## src/rtl/piso_tx_pkg.sv

```systemverilog
// Shared types and constants for the piso_tx serial transmitter and its consumers.
package piso_tx_pkg;

    typedef enum logic [1:0] {IDLE, START, DATA, PARITY} piso_state_t;

    localparam logic PISO_IDLE_LEVEL  = 1'b0;
    localparam logic PISO_START_LEVEL = 1'b1;

    // Line cycles per frame: start bit, data bits, parity bit.
    function automatic int piso_frame_len(input int width);
        return width + 2;
    endfunction

endpackage

```

## src/rtl/piso_tx_if.sv

```systemverilog
// Parallel handshake plus serial line outputs of piso_tx; slave is the transmitter side.
interface piso_tx_if #(
    parameter int WIDTH = 8
);
    logic [WIDTH-1:0] din;
    logic             din_valid;
    logic             din_ready;
    logic             dout;
    logic             sof;
    logic             busy;

    modport master (
        output din, din_valid,
        input  din_ready, dout, sof, busy
    );

    modport slave (
        input  din, din_valid,
        output din_ready, dout, sof, busy
    );
endinterface

```

## src/rtl/piso_hold_buf.sv

```systemverilog
// One-entry holding register that buffers the next word while a frame is on the line.
module piso_hold_buf #(
    parameter int WIDTH = 8
) (
    input  logic             clk,
    input  logic             reset,
    input  logic             wr,
    input  logic             rd,
    input  logic [WIDTH-1:0] wdata,
    output logic [WIDTH-1:0] rdata,
    output logic             vld,
    output logic             ready
);
    logic [WIDTH-1:0] data;

    always_ff @(posedge clk or posedge reset) begin
        if (reset) begin
            data <= '0;
            vld  <= 1'b0;
        end else if (wr) begin
            data <= wdata;
            vld  <= 1'b1;
        end else if (rd) begin
            vld  <= 1'b0;
        end
    end

    assign rdata = data;
    assign ready = !vld;
endmodule

```

## src/rtl/piso_tx.sv

```systemverilog
// Framed parallel-to-serial transmitter: start bit, LSB-first data, even parity.
module piso_tx
    import piso_tx_pkg::*;
#(
    parameter int WIDTH = 8
) (
    input  logic      clk,
    input  logic      reset,
    piso_tx_if.slave  bus
);
    localparam int               CNT_W    = (WIDTH > 1) ? $clog2(WIDTH) : 1;
    localparam logic [CNT_W-1:0] CNT_LAST = CNT_W'(WIDTH - 1);

    piso_state_t      state;
    logic [WIDTH-1:0] shreg;
    logic [WIDTH-1:0] hold_data;
    logic [CNT_W-1:0] cnt;
    logic             par;
    logic             dout_r;
    logic             sof_r;
    logic             hold_vld;
    logic             ready;
    logic             xfer;
    logic             hold_wr;
    logic             hold_rd;

    assign xfer    = bus.din_valid && ready;
    assign hold_rd = (state == PARITY) && hold_vld;
    // In PARITY with an empty hold the new word bypasses hold and starts the next frame directly.
    assign hold_wr = xfer && ((state == START) || (state == DATA));

    piso_hold_buf #(.WIDTH(WIDTH)) u_hold (
        .clk   (clk),
        .reset (reset),
        .wr    (hold_wr),
        .rd    (hold_rd),
        .wdata (bus.din),
        .rdata (hold_data),
        .vld   (hold_vld),
        .ready (ready)
    );

    always_ff @(posedge clk or posedge reset) begin
        if (reset) begin
            state  <= IDLE;
            shreg  <= '0;
            cnt    <= '0;
            par    <= 1'b0;
            dout_r <= PISO_IDLE_LEVEL;
            sof_r  <= 1'b0;
        end else begin
            sof_r <= 1'b0;
            case (state)
                IDLE: begin
                    if (xfer) begin
                        shreg  <= bus.din;
                        par    <= ^bus.din;
                        dout_r <= PISO_START_LEVEL;
                        sof_r  <= 1'b1;
                        state  <= START;
                    end
                end
                START: begin
                    cnt    <= '0;
                    dout_r <= shreg[0];
                    shreg  <= shreg >> 1;
                    state  <= DATA;
                end
                DATA: begin
                    if (cnt == CNT_LAST) begin
                        dout_r <= par;
                        state  <= PARITY;
                    end else begin
                        cnt    <= cnt + 1'b1;
                        dout_r <= shreg[0];
                        shreg  <= shreg >> 1;
                    end
                end
                PARITY: begin
                    if (hold_vld) begin
                        shreg  <= hold_data;
                        par    <= ^hold_data;
                        dout_r <= PISO_START_LEVEL;
                        sof_r  <= 1'b1;
                        state  <= START;
                    end else if (xfer) begin
                        shreg  <= bus.din;
                        par    <= ^bus.din;
                        dout_r <= PISO_START_LEVEL;
                        sof_r  <= 1'b1;
                        state  <= START;
                    end else begin
                        dout_r <= PISO_IDLE_LEVEL;
                        state  <= IDLE;
                    end
                end
                default: begin
                    dout_r <= PISO_IDLE_LEVEL;
                    state  <= IDLE;
                end
            endcase
        end
    end

    assign bus.dout      = dout_r;
    assign bus.sof       = sof_r;
    assign bus.busy      = (state != IDLE);
    assign bus.din_ready = ready;
endmodule

```

## src/flat_wrapper.sv

```systemverilog
// flat-port wrapper written by rule: the top's interface ports become plain ports
module piso_tx_flat import piso_tx_pkg::*;
#(
    parameter int WIDTH = 8
)
  (clk, reset, bus_din, bus_din_valid, bus_din_ready, bus_dout, bus_sof, bus_busy);
  piso_tx_if #(.WIDTH(WIDTH)) bus_i ();
  input  logic clk;
  input  logic reset;
  input wire logic [$bits(bus_i.din)-1:0] bus_din;
  input wire logic [$bits(bus_i.din_valid)-1:0] bus_din_valid;
  output wire logic [$bits(bus_i.din_ready)-1:0] bus_din_ready;
  output wire logic [$bits(bus_i.dout)-1:0] bus_dout;
  output wire logic [$bits(bus_i.sof)-1:0] bus_sof;
  output wire logic [$bits(bus_i.busy)-1:0] bus_busy;
  assign bus_i.din = bus_din;
  assign bus_i.din_valid = bus_din_valid;
  assign bus_din_ready = bus_i.din_ready;
  assign bus_dout = bus_i.dout;
  assign bus_sof = bus_i.sof;
  assign bus_busy = bus_i.busy;
  piso_tx #(.WIDTH(WIDTH)) u_core (.clk(clk), .reset(reset), .bus(bus_i));
endmodule
```

## config.mk

```make
export PLATFORM = sky130hd
export DESIGN_NAME = piso_tx_flat
export DESIGN_NICKNAME = d
export VERILOG_FILES = /design/src/rtl/piso_tx_pkg.sv /design/src/rtl/piso_tx_if.sv /design/src/rtl/piso_hold_buf.sv /design/src/rtl/piso_tx.sv /design/src/flat_wrapper.sv
export SDC_FILE = /design/constraint.sdc
export NUM_CORES = 1
export LEC_CHECK = 0
export ABC_AREA = 1
export CORE_MARGIN = 4
export CORE_UTILIZATION = 40
export DETAILED_ROUTE_END_ITERATION = 7
export DONT_BUFFER_PORTS = 1
export GPL_TIMING_DRIVEN = 0
export PLACE_DENSITY = 0.6
export SETUP_SLACK_MARGIN = 0.3
export SYNTH_ARGS = -nofsm -noshare
export SYNTH_HDL_FRONTEND = slang
export SYNTH_SLANG_ARGS = --single-unit
```

## constraint.sdc

```tcl
create_clock -name clk -period 1.96 [get_ports clk]
set_input_delay 0.196 -clock clk [delete_from_list [all_inputs] [get_ports clk]]
set_output_delay 0.196 -clock clk [all_outputs]
set_load 0.005 [all_outputs]
```

# After elaboration in Yosys (flattened, before gate mapping)
# Cells that the tools add are included.
# word_totals
out_inout_bits	4
inputBits	11
word_cells	52
regBits	25
# op_classes
mux	22
eq_ne	7
n_reduce_logical	14
addsub	1
# op_table
op	count
8-bit case mux with 4 select lines	1
8-bit 2-to-1 mux	3
8-bit XOR reduction	2
1-bit 2-to-1 mux	9
2-bit case mux with 4 select lines	1
2-bit nonzero test	4
2-bit 2-to-1 mux	3
3-bit case mux with 2 select lines	1
2-bit == test, second input constant	2
2-bit inequality test, second input constant	2
1-bit case mux with 2 select lines	2
1-bit case mux with 4 select lines	1
2-bit AND reduction	2
3-bit by 1-bit adder with 3-bit output, second input constant	1
3-bit == test, second input constant	1
1-bit logical AND	3
3-bit 2-to-1 mux	1
2-bit by 1-bit == test with 1-bit output, second input constant	1
2-bit zero test	1
2-bit by 1-bit inequality test with 1-bit output, second input constant	1
1-bit zero test	1
1-bit logical OR	1

# Logic depth before layout (Yosys ltp)
# Gate-level depths: netlist (run 1).
# depth
word_depth	5
depth_mapped	12
mapped_depth_nobuf	12

# Modules after synthesis
# Synthesis (run 1) repeated with hierarchy kept, for this count alone.
# unflattened
cells_unflattened	247
hier_area_um2	1732.9
# modules_own_cells
module	area_per_inst_um2	cells_per_inst	seq_area_each_um2	n_inst
piso_tx	1383.8	207	400.4	1
piso_hold_buf	349.1	40	225.2	1

# Worst setup path before layout (run 1)
# No wires, ideal clock.
# synth_path
path_type	reg2reg
startpoint	register u_core.cnt[0]
endpoint	register u_core.cnt[1]
synth_period_minus_slack_ns	1.448
path_stages_with_launch	8
path_slack_ns	0.512
t_required_ns	1.838
t_arrival_ns	1.326
n_path_buf	0
setup_ns	0.122
path_cell_list	dfrtp_1 -> ha_1 -> ha_1 -> nand2_2 -> inv_1 -> nor2_1 -> inv_1 -> a32o_1
# synth_via
elab_chain_len	3
elab_cells_between_ends	6
classes_between	add/sub (1); eq/ne (2); mux (2); reduce/logical (1)
# synth_rtl
element	line_no	rtl
start: declaration	piso_tx.sv:17	logic [CNT_W-1:0] cnt;
start signal: assignment	piso_tx.sv:74	cnt <= cnt + 1'b1;
3-bit by 1-bit adder with 3-bit output or 3-bit == test (tied branches)	piso_tx.sv:74, piso_tx.sv:70	
3-bit 2-to-1 mux or 2-bit inequality test (tied branches)	--	
3-bit case mux with 2 select lines or 2-bit AND reduction (tied branches)	--	
# Several ways; a longest one is shown, not always the timed one. The select of a mux whose other input is x is not followed.
# A chain may end at the register's enable or synchronous reset.

# Worst setup path after layout (run 1)
# layout_path
startpoint	register u_core.state[1]
endpoint	register u_core.shreg[5]
# layout_via
elab_chain_len	2
elab_cells_between_ends	6
classes_between	eq/ne (4); mux (1); reduce/logical (1)
# layout_rtl
element	line_no	rtl
start: declaration	piso_tx.sv:14	piso_state_t state;
start signal: assignment	piso_tx.sv:45	state <= IDLE;
start signal: assignment	piso_tx.sv:60	state <= START;
start signal: assignment	piso_tx.sv:67	state <= DATA;
2-bit == test (tied with other cells)	piso_tx.sv:53	case (state)
8-bit case mux with 4 select lines or 2-bit inequality test (tied branches)	--	
end signal: assignment	piso_tx.sv:56	shreg <= bus.din;
end signal: assignment	piso_tx.sv:66	shreg <= shreg >> 1;
end signal: assignment	piso_tx.sv:76	shreg <= shreg >> 1;
end: declaration	piso_tx.sv:15	logic [WIDTH-1:0] shreg;
# Several ways; a longest one is shown, not always the timed one.

==> results of run 1 <==
flip-flops by register name, summed over array words and instances, names as in the netlist:
| register | cells |
|---|---|
| u_core.bus.sof | 1 |
| u_core.bus.dout | 1 |
| u_core.par | 1 |
| u_core.cnt | 3 |
| u_core.u_hold.rdata | 8 |
| u_core.u_hold.vld | 1 |
| u_core.state | 2 |
| u_core.shreg | 8 |
final timing paths:
check / endpoint / slack, ns / cells after the start
min: u_core.cnt[1]$_DFFE_PP0P_ / 0.02 / 1
max in group asynchronous: u_core.u_hold.rdata[6]$_DFFE_PP0P_ / 1.34 / 1
min in group clk: u_core.u_hold.rdata[7]$_DFFE_PP0P_ / 0.07 / 2
max reg2reg: u_core.shreg[5]$_DFFE_PP0P_ / 0.41 / 9
max: u_core.shreg[5]$_DFFE_PP0P_ / 0.41 / 9
min reg2reg: u_core.cnt[0]$_DFFE_PP0P_ / 0.49 / 1
cell usage after synthesis, types with 2 or more instances:
| library cell | instances | share of area |
|---|---|---|
| nand3_1 | 2 | 0.0061 |
| inv_2 | 7 | 0.016 |
| nand2_1 | 91 | 0.21 |
| o21ai_1 | 24 | 0.073 |
| inv_1 | 34 | 0.078 |
| dfrtp_1 | 25 | 0.38 |
| xnor2_1 | 2 | 0.011 |
| nand2_4 | 2 | 0.014 |
| o21ai_2 | 2 | 0.011 |
| a32o_1 | 2 | 0.012 |
| a21oi_1 | 5 | 0.015 |
| nor2_1 | 6 | 0.014 |
| o21ai_0 | 4 | 0.012 |
| ha_1 | 7 | 0.053 |
| nand2_2 | 4 | 0.015 |
| o22ai_1 | 6 | 0.023 |
| a22oi_2 | 2 | 0.015 |
layout by cell type (no fill, tap or decap), types with 3 or more instances in the layout:
| cell | count |
|---|---|
| inv_1 | 32 |
| ha_1 | 6 |
| o21ai_0 | 4 |
| o21ai_1 | 24 |
| clkbuf_8 | 3 |
| nand2_4 | 3 |
| dfrtp_1 | 25 |
| nand2_2 | 4 |
| a21oi_1 | 5 |
| o22ai_1 | 5 |
| buf_4 | 5 |
| nand2_1 | 90 |
| inv_2 | 8 |
| nor2_1 | 6 |
cell families (layout without fill, tap and decap cells):
family / count (synthesis) / in the layout / share of synthesized area
compound gates: 48 / 48 / 0.177
simple gates: 108 / 108 / 0.268
buf+inv: 44 / 52 / 0.105
xor+xnor: 3 / 3 / 0.0160
fa+ha+maj: 7 / 7 / 0.0534
flops: 25 / 25 / 0.381
metal layers:
metal	vias to the layer above	share of wire	wire, um
met1	677	0.49	1820
met5	-	0	0
met3	2	0.040	146
met2	29	0.46	1700
met4	0	0.0068	25
li1	755	-	-
timing repair:
item	4_1_cts	5_1_grt
endpoints found under the setup margin	7	9
resized for setup	2	7
setup buffers	0	4
pin swaps	0	1
worst reg2reg max path, stage by stage (launching register included):
cell and delay [ns]:
dfrtp_1 0.42, inv_2 0.08, ha_1 0.29, buf_6 0.14, inv_2 0.10, o22ai_2 0.18, nand2_1 0.06, o21ai_1 0.07
nand2_1 0.06, o21ai_1 0.08
cell type report:
type                    count  area (sq um)
multi-input cells         166           860
clock buffers               3          41.3
well taps                  50          62.6
flip-flops and latches     25           626
fillers                   437          2160
clock inverters             1          7.51
inverters                  42           163
repair buffers              4          30.0
plain buffers               2          18.8
per-stage QoR:
step	std cells	utilization	instance area, sq um	worst slack, ns	hold slack (ns)
after global placement	285	0.429	1700	0.326	0.361
after CTS	289	0.443	1760	0.314	0.0695
after detailed placement	285	0.429	1700	0.307	0.365
after global routing	293	0.455	1810	0.250	0.0798
final	293	0.455	1810	0.411	0.0246
after floorplan	235	-	1640	0.512	0.223
power breakdown:
part | total [mW] | internal (mW) | switching (mW) | leakage, nW
clock network | 0.318 | 0.144 | 0.174 | 0.0217
logic | 1.70 | 0.625 | 1.07 | 0.648
registers | 0.910 | 0.736 | 0.174 | 0.320
total | 2.93 | 1.50 | 1.42 | 0.989
==> flow_summary.json, run 1 <==
{
  "outcome": "completed",
  "post-dp-hpwl_mm": 2.81,
  "end_kind": "register",
  "met2_usage": 0.242,
  "wl_per_cell_um": 12.6,
  "grt_pass1_vias": 1411,
  "synth_ff_type": "dfrtp_1",
  "ys_ff_latch": 25,
  "synth_edf_count": 0,
  "rr_startpoint": "u_core.state[1]$_DFFE_PP0P_",
  "drt-initial-drc-count": 112,
  "p_leak_nw": 0.989,
  "rsz0062_at_grt": "true",
  "hold_class": "input port to asynchronous set/reset pin",
  "die_y_um": 72.1,
  "drive_gt1_frac": 0.140,
  "critPathSlowestCell": "dfrtp_1",
  "vias": 1463,
  "fmax_ghz": 0.646,
  "synth_cell_types": 27,
  "hold_viol_final": 0,
  "dr.pass1.iters": 4,
  "fp.dieW_um": 72.1,
  "netlist_instances": 235,
  "cts_tree": "built",
  "nNetsFinal": 262,
  "cts.clk_slew.worst_paths_ns": 0.10,
  "skew_ns": 0.00684,
  "hold_buffers": 0,
  "synth_area_sq_um": 1640,
  "drc": 0,
  "cp_top_family": "flip-flops",
  "rows": 23,
  "io_buffer_count": 0,
  "grt_overflow": 0,
  "insertedDiodeCount": 0,
  "criticalPathCategory": "register to register",
  "async_reset_ff_frac": 1.00,
  "grt_pass1_wl_mm": 6.48,
  "ir_drop_mv": 0.636,
  "drt-total-wl_mm": 3.69,
  "postSynthAreaPerCell_sq_um": 6.99,
  "maxSlewViolCount": 0,
  "path_buf_inv": 3,
  "synth_nets": 253,
  "cts.path.max_buffers": 2,
  "top_usage_layer": "met2",
  "total_power_mw": 2.93,
  "cp.arrival_ns": 1.74,
  "grt_util_met1": 0.234,
  "core_area_sq_um": 3970,
  "post-route-min-period_ns": 1.55,
  "yosysSeqAreaShare": 0.381,
  "crit_fanout": 9,
  "start_util": 0.413,
  "setup_tns_ns": 0,
  "grt_start_max_net_pins": 26,
  "worstSetupStartpoint": "u_core.state[1]$_DFFE_PP0P_",
  "area_growth_pct": 10.1,
  "met3_usage": 0.0222,
  "slew_headroom": 0.355,
  "setup_viol": 0,
  "yosys_warnings": 0,
  "grt.total_usage": 0.158,
  "worstMarginPinSlew_ns": 0.967,
  "gp_congestion": 0.773,
  "die_area_sq_um": 5190,
  "ios": 15,
  "cts.sinks": 25,
  "slowest_delay_ns": 0.42,
  "crit_path_cell_trace": "inv_2 > ha_1 > buf_6 > inv_2 > o22ai_2 > nand2_1 > o21ai_1 > nand2_1 > o21ai_1",
  "root_buffer": "clkbuf_8",
  "period_share": 0.790,
  "h-tree-depth": 1,
  "viasPerCell": 4.99,
  "final_antenna_net_count": 0,
  "powerDensity_nw_per_um2": 1620,
  "numCtsBuffers": 3,
  "required_ns": 2.15,
  "antenna_found_initial": 0,
  "worstSkewPairLatency_ns": 0.27,
  "max_cap_viol_count": 0,
  "startpoint_type": "register"
}
No activity file was read; power rests on OpenSTA's default activity.
==> run 2: changes to the inputs <==
--- a/config.mk
+++ b/config.mk
@@ -5,7 +5,7 @@
 export SDC_FILE = /design/constraint.sdc
 export NUM_CORES = 1
 export LEC_CHECK = 0
-export ABC_AREA = 1
+export ABC_AREA = 0
 export CORE_MARGIN = 4
 export CORE_UTILIZATION = 40
 export DETAILED_ROUTE_END_ITERATION = 7
==> constraint.sdc (replaced) <==
create_clock -name clk -period 1.51 [get_ports clk]
set_input_delay 0.151 -clock clk [delete_from_list [all_inputs] [get_ports clk]]
set_output_delay 0.151 -clock clk [all_outputs]
set_load 0.005 [all_outputs]
==> run 2 against run 1 <==
Compared with the run above:
- the flow now finishes with violations (setup timing)
- critical endpoint is now u_core.shreg[1]$_DFFE_PP0P_
- register-to-register slack got worse by 0.45 ns
- area after synthesis decreased by 14%
- final area increased by 4.8%
- power increased by 50%
- die area decreased by 13%
- combinational power increased by 66%
- core utilization increased by 11 points
- clock power decreased by 3%
==> flow_summary.json, run 2 <==
{
  "outcome": "finished, violations left",
  "violations": "setup timing",
  "rsz0062_at_grt": "true",
  "cts_tree": "built",
  "synth_commonest_cells": "25 x dfrtp_1, 13 x nand2_1, 12 x o21ai_0, 12 x xnor2_1, 9 x inv_1",
  "post-dp-hpwl_mm": 2.20,
  "insertedDiodeCount": 0,
  "cts.path.max_buffers": 2,
  "yosysSeqAreaShare": 0.444,
  "worstHoldStart": "bus_din_valid",
  "setup_tns_ns": -0.0985,
  "ff2ff_setup_slack_ns": -0.04,
  "fmax_ghz": 0.647,
  "gp_congestion": 0.784,
  "nNetsFinal": 184,
  "drt-initial-drc-count": 48,
  "grt_start_max_net_pins": 26,
  "ir_drop_mv": 1.05,
  "setup_viol": 5,
  "setup_ws_ns": -0.0350,
  "synth.area.top_cells": "dfrtp_1 44%, xnor2_1 7.5%, mux2_2 6.4%, ha_1 6.2%, a22o_1 4.4%",
  "rows": 21,
  "wl_per_cell_um": 15.8,
  "async_reset_ff_frac": 1.00,
  "drt-total-wl_mm": 3.33,
  "final_antenna_net_count": 0,
  "criticalPathCategory": "register to register",
  "fp.dieW_um": 67.3,
  "hold_class": "input port to register",
  "cts.sinks": 25,
  "rr_worst_depth": 7,
  "io_buffer_count": 0,
  "maxSlewViolCount": 0,
  "p_leak_nw": 0.778,
  "drc": 0,
  "ios": 15,
  "grt_pass1_vias": 1154,
  "yosysTopAreaCell": "dfrtp_1",
  "placed_cells": 186,
  "h-tree-depth": 1,
  "final_common_cell": "dfrtp_1",
  "hold_viol_final": 0,
  "required_ns": 1.75,
  "place_ws_ns": -0.130,
  "drive_gt1_frac": 0.358,
  "end_kind": "register",
  "max_cap_viol_count": 0,
  "core_area_sq_um": 3360,
  "root_buffer": "clkbuf_4",
  "powerDensity_nw_per_um2": 2320,
  "cp.arrival_ns": 1.78,
  "crit_fanout": 8,
  "synth_ff_type": "dfrtp_1",
  "stdcell_count": 211,
  "synth_top_area_frac": 0.444,
  "post-route-min-period_ns": 1.55,
  "fin_hold_ws_ns": 0.0258,
  "rr_endpoint": "u_core.shreg[1]$_DFFE_PP0P_",
  "synth_area_sq_um": 1410,
  "grt_overflow": 0,
  "total_power_mw": 4.39,
  "worstMarginPinSlew_ns": 0.543,
  "netlist_instances": 140,
  "hold_path_depth": 2,
  "skew_ns": 0.0126,
  "synth_edf_count": 0,
  "die_y_um": 67.3,
  "rr_startpoint": "u_core.state[0]$_DFFE_PP0P_",
  "cts.clk_slew.worst_paths_ns": 0.14,
  "startpoint_type": "register",
  "die_area_sq_um": 4540,
  "postSynthAreaPerCell_sq_um": 10.1,
  "worstSkewPairLatency_ns": 0.33,
  "synth_most_common_cell": "dfrtp_1",
  "numCtsBuffers": 3,
  "period_share": 1.02,
  "area_growth_pct": 34.5,
  "synth_cell_types": 30,
  "dr.pass1.iters": 4,
  "yosys_warnings": 0,
  "antenna_found_initial": 0,
  "final_cell_mix": "23 x dfrtp_1, 12 x xnor2_1, 11 x nand2_1, 11 x buf_4, 9 x dlygate4sd3_1",
  "vias": 1123,
  "start_util": 0.419,
  "hold_end": "u_core.bus.sof$_DFF_PP0_",
  "viasPerCell": 5.32,
  "synth_nets": 158,
  "grt_pass1_wl_mm": 5.51,
  "grt.total_usage": 0.164,
  "ys_ff_latch": 25,
  "slew_headroom": 0.637
}
-- run 2: cell count changes after synthesis, sizes merged, moves of 3 or more --
cell | before | now
inv | 42 | 9
o22ai | 6 | 2
a21oi | 5 | 8
mux2 | 0 | 8
nand2 | 97 | 13
xnor2 | 2 | 12
a22oi | 2 | 8
clkbuf | 0 | 3
a22o | 0 | 7
o21ai | 30 | 13
-- run 2: layer usage --
metal  track usage  vias to the layer above  routed length, um
met5             0                        -                  0
met4        0.0456                        0                 70
met3        0.0300                        8                101
met2         0.283                       23               1680
met1         0.210                      542               1490
li1              -                      550                  -
-- run 2: logic make-up (layout without fill, tap and decap cells) --
logic type / Yosys count / count (layout) / share of synthesized area
AO/OA/AOI/OAI: 42 / 42 / 0.195
XOR/XNOR: 14 / 14 / 0.0870
adder cells (fa/ha/maj): 7 / 7 / 0.0622
buffers and inverters: 14 / 39 / 0.0400
flip-flops: 25 / 25 / 0.444
multiplexers: 9 / 9 / 0.0711
AND/OR/NAND/NOR: 29 / 29 / 0.100
-- run 2: cell type report --
cell class	count	area [sq um]
Sequential cell	25	628
Clock buffer	4	26.3
Tap cell	46	57.6
Multi-Input combinational cell	101	882
Timing Repair Buffer	21	184
Buffer	5	71.3
Inverter	9	45.0
Fill cell	308	1470
-- run 2: how the worst max path moves through the flow --
stage | startpoint | slack [ns] | depth (start not counted) | to
floorplan | u_core.state[0]$_DFFE_PP0P_ | 0.08 | 7 | u_core.shreg[0]$_DFFE_PP0P_
global placement | u_core.state[0]$_DFFE_PP0P_ | -0.12 | 7 | u_core.shreg[5]$_DFFE_PP0P_
detailed placement | u_core.state[1]$_DFFE_PP0P_ | -0.13 | 7 | u_core.shreg[5]$_DFFE_PP0P_
CTS | u_core.state[0]$_DFFE_PP0P_ | -0.04 | 7 | u_core.shreg[1]$_DFFE_PP0P_
global route | u_core.state[0]$_DFFE_PP0P_ | -0.07 | 7 | u_core.shreg[1]$_DFFE_PP0P_
finish | u_core.state[0]$_DFFE_PP0P_ | -0.04 | 7 | u_core.shreg[1]$_DFFE_PP0P_
-- run 2: worst max-delay path: stages (launching register included) --
cell	delay [ns]
dfrtp_2	0.48
inv_4	0.09
ha_4	0.20
buf_8	0.14
buf_8	0.13
a22oi_2	0.15
o21ai_1	0.08
a22o_1	0.18
-- run 2: what timing repair did --
item | in CTS | in global routing
setup buffers | 9 | 3
hold buffers | 9 | 0
pin swaps | 5 | 3
endpoints found under the hold margin | 33 | 0
endpoints found under the setup margin | 26 | 52
resized for setup | 24 | 16
-- run 2: power by group --
part           total, mW  switching (mW)  internal (mW)
Clock              0.308           0.204          0.104
Sequential          1.25           0.282          0.973
Combinational       2.83            1.32           1.51
-- run 2: through the flow --
stage                util  area, sq um
global placement    0.457         1540
CTS                 0.541         1820
floorplan               -         1480
finish              0.563         1890
global route        0.563         1890
detailed placement  0.457         1540
